$ cat src/rtl/instr_loader.sv
// Streams a host program into instruction memory, pulses St to launch the processor,
// then counts run cycles until done and parks in HALT until restart.
module instr_loader #(
   parameter int ADDR_BIT = 8,
   parameter int DATA_BIT = 32
) (
   input  logic                CLK,
   input  logic                RST,
   input  logic                in_valid,
   input  logic [DATA_BIT-1:0] in_data,
   input  logic                in_last,
   output logic                in_ready,
   output logic                mem_we,
   output logic [ADDR_BIT-1:0] mem_addr,
   output logic [DATA_BIT-1:0] mem_wdata,
   output logic                St,
   input  logic                done,
   input  logic                restart,
   output logic                halted,
   output logic                err,
   output logic [ADDR_BIT-1:0] word_count,
   output logic [31:0]         run_cycles
);

   localparam logic [2:0] S_LOAD  = 3'd0;
   localparam logic [2:0] S_DRAIN = 3'd1;
   localparam logic [2:0] S_START = 3'd2;
   localparam logic [2:0] S_RUN   = 3'd3;
   localparam logic [2:0] S_HALT  = 3'd4;

   // Highest word-aligned address; a non-final word landing here ends the program.
   localparam logic [ADDR_BIT-1:0] LAST_ADDR = {ADDR_BIT{1'b1}} << 2;

   logic [2:0]          state;
   logic [ADDR_BIT-1:0] wr_ptr;
   logic                accept;
   logic                at_end;

   assign in_ready = (state == S_LOAD) && !RST;
   assign accept   = in_valid && in_ready;
   assign at_end   = (wr_ptr == LAST_ADDR);
   assign St       = (state == S_START);
   assign halted   = (state == S_HALT);

   always_ff @(posedge CLK) begin
      if (RST) begin
         state      <= S_LOAD;
         wr_ptr     <= '0;
         word_count <= '0;
         run_cycles <= '0;
         mem_we     <= 1'b0;
         mem_addr   <= '0;
         mem_wdata  <= '0;
         err        <= 1'b0;
      end else begin
         mem_we <= accept;
         case (state)
            S_LOAD: begin
               if (accept) begin
                  mem_addr   <= wr_ptr;
                  mem_wdata  <= in_data;
                  word_count <= word_count + ADDR_BIT'(1);
                  // Pointer is left in place at the top so it never wraps to 0.
                  if (!at_end)
                     wr_ptr <= wr_ptr + ADDR_BIT'(4);
                  if (in_last || at_end)
                     state <= S_DRAIN;
                  if (!in_last && at_end)
                     err <= 1'b1;
               end
            end
            S_DRAIN: state <= S_START;
            S_START: state <= S_RUN;
            S_RUN: begin
               if (run_cycles != 32'hFFFF_FFFF)
                  run_cycles <= run_cycles + 32'd1;
               if (done)
                  state <= S_HALT;
            end
            S_HALT: begin
               if (restart) begin
                  state      <= S_LOAD;
                  wr_ptr     <= '0;
                  word_count <= '0;
                  run_cycles <= '0;
                  err        <= 1'b0;
               end
            end
            default: state <= S_LOAD;
         endcase
      end
   end

endmodule
$ cat config.mk
export PLATFORM = sky130hd
export DESIGN_NAME = instr_loader
export DESIGN_NICKNAME = d
export VERILOG_FILES = /design/src/rtl/instr_loader.sv
export SDC_FILE = /design/constraint.sdc
export NUM_CORES = 1
export LEC_CHECK = 0
export BUFFER_PORTS_ARGS = -buffer_cell sky130_fd_sc_hd__buf_4
export CAP_MARGIN = 20
export CORE_ASPECT_RATIO = 1.25
export CORE_MARGIN = 2
export CORE_UTILIZATION = 46
export CTS_CLUSTER_SIZE = 8
export DETAILED_ROUTE_END_ITERATION = 7
export PLACE_DENSITY = 0.87
export SLEW_MARGIN = 20
export SYNTH_ARGS = -nofsm -noshare
export SYNTH_HDL_FRONTEND = slang
export SYNTH_SLANG_ARGS = --single-unit
$ cat constraint.sdc
create_clock -name CLK -period 2 [get_ports CLK]
set_clock_uncertainty 0.15 [all_clocks]
set_input_delay 0.6 -clock CLK [delete_from_list [all_inputs] [get_ports CLK]]
set_output_delay 0.6 -clock CLK [all_outputs]
set_load 0.01 [all_outputs]
==> impl_metrics.env <==
export IMPL_status="complete, but fails checks"
export IMPL_violations="negative setup slack"
export IMPL_cts_path_max_buffers=2
export IMPL_nFillCells=660
export IMPL_hold_depth=3
export IMPL_endpoint_kind="output port"
export IMPL_finalNetCount=707
export IMPL_drive_gt1_share_pct=37.4
export IMPL_cpMaxStageDelayCell="or3b_4"
export IMPL_yosysUniqueCellTypes=58
export IMPL_dr_total_vias=4501
export IMPL_irDropWorstVdd_v=0.000433
export IMPL_hpwl_um=8600
export IMPL_synth_most_common_cell="nand2_1"
export IMPL_ant_nets=0
export IMPL_power_mw=3.53
export IMPL_p_leak_nw=2.69
export IMPL_grt_pass1_wl_um=19100
export IMPL_critPathMaxFanout=3
export IMPL_drcViolationCount=0
export IMPL_r2r_cells=5
export IMPL_period_share_pct=104
export IMPL_dieWidth_um=87.2
export IMPL_area_growth_pct=44.1
export IMPL_die_area_um2=9420
export IMPL_power_density_nw_per_um2=615
export IMPL_timing_rr_end="run_cycles[21]"
export IMPL_multi_input_area_um2=2180
export IMPL_synth_enable_flop_cells=0
export IMPL_core_um2=8330
export IMPL_grt_pass1_vias=4194
export IMPL_hold_path_startpoint="in_data[15]"
export IMPL_cp_data_arrival_time_ns=1.33
export IMPL_final_setup_worst_slack_ns=-0.0767
export IMPL_antenna_found_initial=0
export IMPL_path_cells="or3b_4, inv_4, buf_6"
export IMPL_ctsRootBufferMaster="clkbuf_8"
export IMPL_rsz0062_at_grt="true"
export IMPL_synth_area_leader_cell="dfxtp_1"
export IMPL_hold_violations=0
export IMPL_syn_area_per_cell_um2=8.06
export IMPL_start_util_pct=47.8
export IMPL_vias_per_cell=5.86
export IMPL_setup_viol=2
export IMPL_placementRows=37
export IMPL_wirelength_um=12200
export IMPL_cts_htree_levels=3
export IMPL_cts_sinks=89
export IMPL_timing_hold_ws_ns=0.264
export IMPL_finalCoreUtilization_pct=68.9
export IMPL_cap_violations=0
export IMPL_gp_congestion=0.933
export IMPL_yosys_register_bits=89
export IMPL_ff_latch_area_um2=1790
export IMPL_drt_first_iter_violations=292
export IMPL_cts_clk_slew_worst_paths_ns=0.09
export IMPL_numCtsBuffers=9
export IMPL_overflow=0
export IMPL_synth_top_area_share_pct=44.7
export IMPL_hp_class="input port to register"
export IMPL_netlist_area_um2=3980
export IMPL_port_buffers=120
export IMPL_critPathKind="register to output port"
export IMPL_drtPass1Iterations=4
export IMPL_worstSkewPairLatency_ns=0.37
export IMPL_drv_slew=0
export IMPL_period_needed_ns=2.08
export IMPL_wire_per_inst_um=15.9
export IMPL_async_reset_ff_share_pct=0
export IMPL_synth_cells=494
export IMPL_die_y_um=108
export IMPL_slowest_delay_ns=0.42
export IMPL_cts_tree="yes"
export IMPL_synth_common_cells="nand2_1 (101), dfxtp_1 (89), nand3_1 (60)"
export IMPL_grt_max_degree=31
export IMPL_dp_slack_ns=-0.0841
export IMPL_clock_fmax_mhz=482
export IMPL_ys_flop_type="dfxtp_1"
export IMPL_yosys_warnings=0
export IMPL_startpoint_type="register"
export IMPL_pin_count=123
export IMPL_synth_area_leaders="dfxtp_1 (45%), nand2_1 (9.5%), nand3_1 (7.5%), nor2_1 (2.8%), a21oi_1 (2.8%)"
export IMPL_setup_tns_ns=-0.134
export IMPL_holdPathEnd="mem_wdata[15]"
export IMPL_yosysSeqAreaShare_pct=44.7
export IMPL_diodes=0
export IMPL_rrSetupSlack_ns=0.03
export IMPL_grt_util_all_layers_pct=25.2
export IMPL_rr_startpoint="run_cycles[24]"
export IMPL_worstPathRequired_ns=1.25
where the power goes:
group / switching (mW) / leakage [nW] / internal, mW
Combinational: 0.252 / 1.88 / 0.234
Sequential: 0.0481 / 0.728 / 1.85
Clock: 0.629 / 0.0867 / 0.520
timing repair:
| action | CTS | global route |
|---|---|---|
| cloned | 0 | 1 |
| resized for setup | 9 | 32 |
| setup buffers | 4 | 1 |
| setup endpoints to repair | 18 | 80 |
| pin swaps | 1 | 7 |
| hold buffers | 0 | 0 |
registers in the layout, summed over array words and instances, names as in the netlist:
register and flops:
err 1, mem_addr 6, mem_wdata 32, mem_we 1
run_cycles 32, state 3, word_count 8, wr_ptr 6
cell families (layout without fill, tap and decap cells):
family	count (synthesis)	in the layout	synth area share, %
other	1	2	0.0942
muxes	2	2	0.503
xor gates and xnor gates	6	6	1.32
AOI/OAI and AO/OA	87	88	14.4
DFF	89	89	44.7
adders and majority gates	3	3	0.943
and+or+nand+nor	270	270	33.6
buffers and inverters	36	211	4.49
metal layers:
metal,track usage [%],wire length [µm],vias to the layer above
li1,-,-,2129
met1,28.2,4710,2135
met2,44.5,6320,216
met3,6.72,976,21
met4,10.5,189,0
met5,0,0,-
stage by stage:
step / cells / area (µm²)
after detailed placement: 746 / 5350
after global placement: 746 / 5350
after global routing: 768 / 5740
after CTS: 766 / 5590
after floorplan: 495 / 4000
final: 768 / 5740
cells in the final DEF (no fill, tap or decap), types with 6 or more instances in the layout:
cell type and instances:
dfxtp_2 6, o21ai_0 15, a31oi_1 15, or3_1 6
nand4_1 13, buf_4 186, clkbuf_8 11, a21oi_1 20
xor2_1 6, dfxtp_1 82, nand3_1 58, nor2_1 28
nand2_1 100, and3_1 12
worst max-delay path, delay by kind of cell, from the launching register on:
family,cells,cell delay (ns)
buffers and inverters,2,0.19
and+or+nand+nor,1,0.42
DFF,1,0.35
cell type report:
| class | count | area share, % |
|---|---|---|
| repair buffers | 191 | 25.3 |
| flip-flops and latches | 89 | 31.2 |
| clock inverters | 2 | 0.218 |
| well taps | 97 | 2.11 |
| multi-input cells | 371 | 38.0 |
| clock buffers | 14 | 2.83 |
| inverters | 4 | 0.305 |
worst max path at each step:
stage | start | end | slack, ns | depth (start not counted)
final | state[0] | halted | -0.08 | 3
after detailed placement | run_cycles[0] | run_cycles[3] | -0.08 | 7
after global placement | run_cycles[0] | run_cycles[19] | -0.05 | 6
after CTS | state[2] | halted | -0.04 | 3
after global routing | state[2] | halted | -0.10 | 3
after floorplan | RST | in_ready | 0.008 | 3
Power figures use the tool's default switching activity.
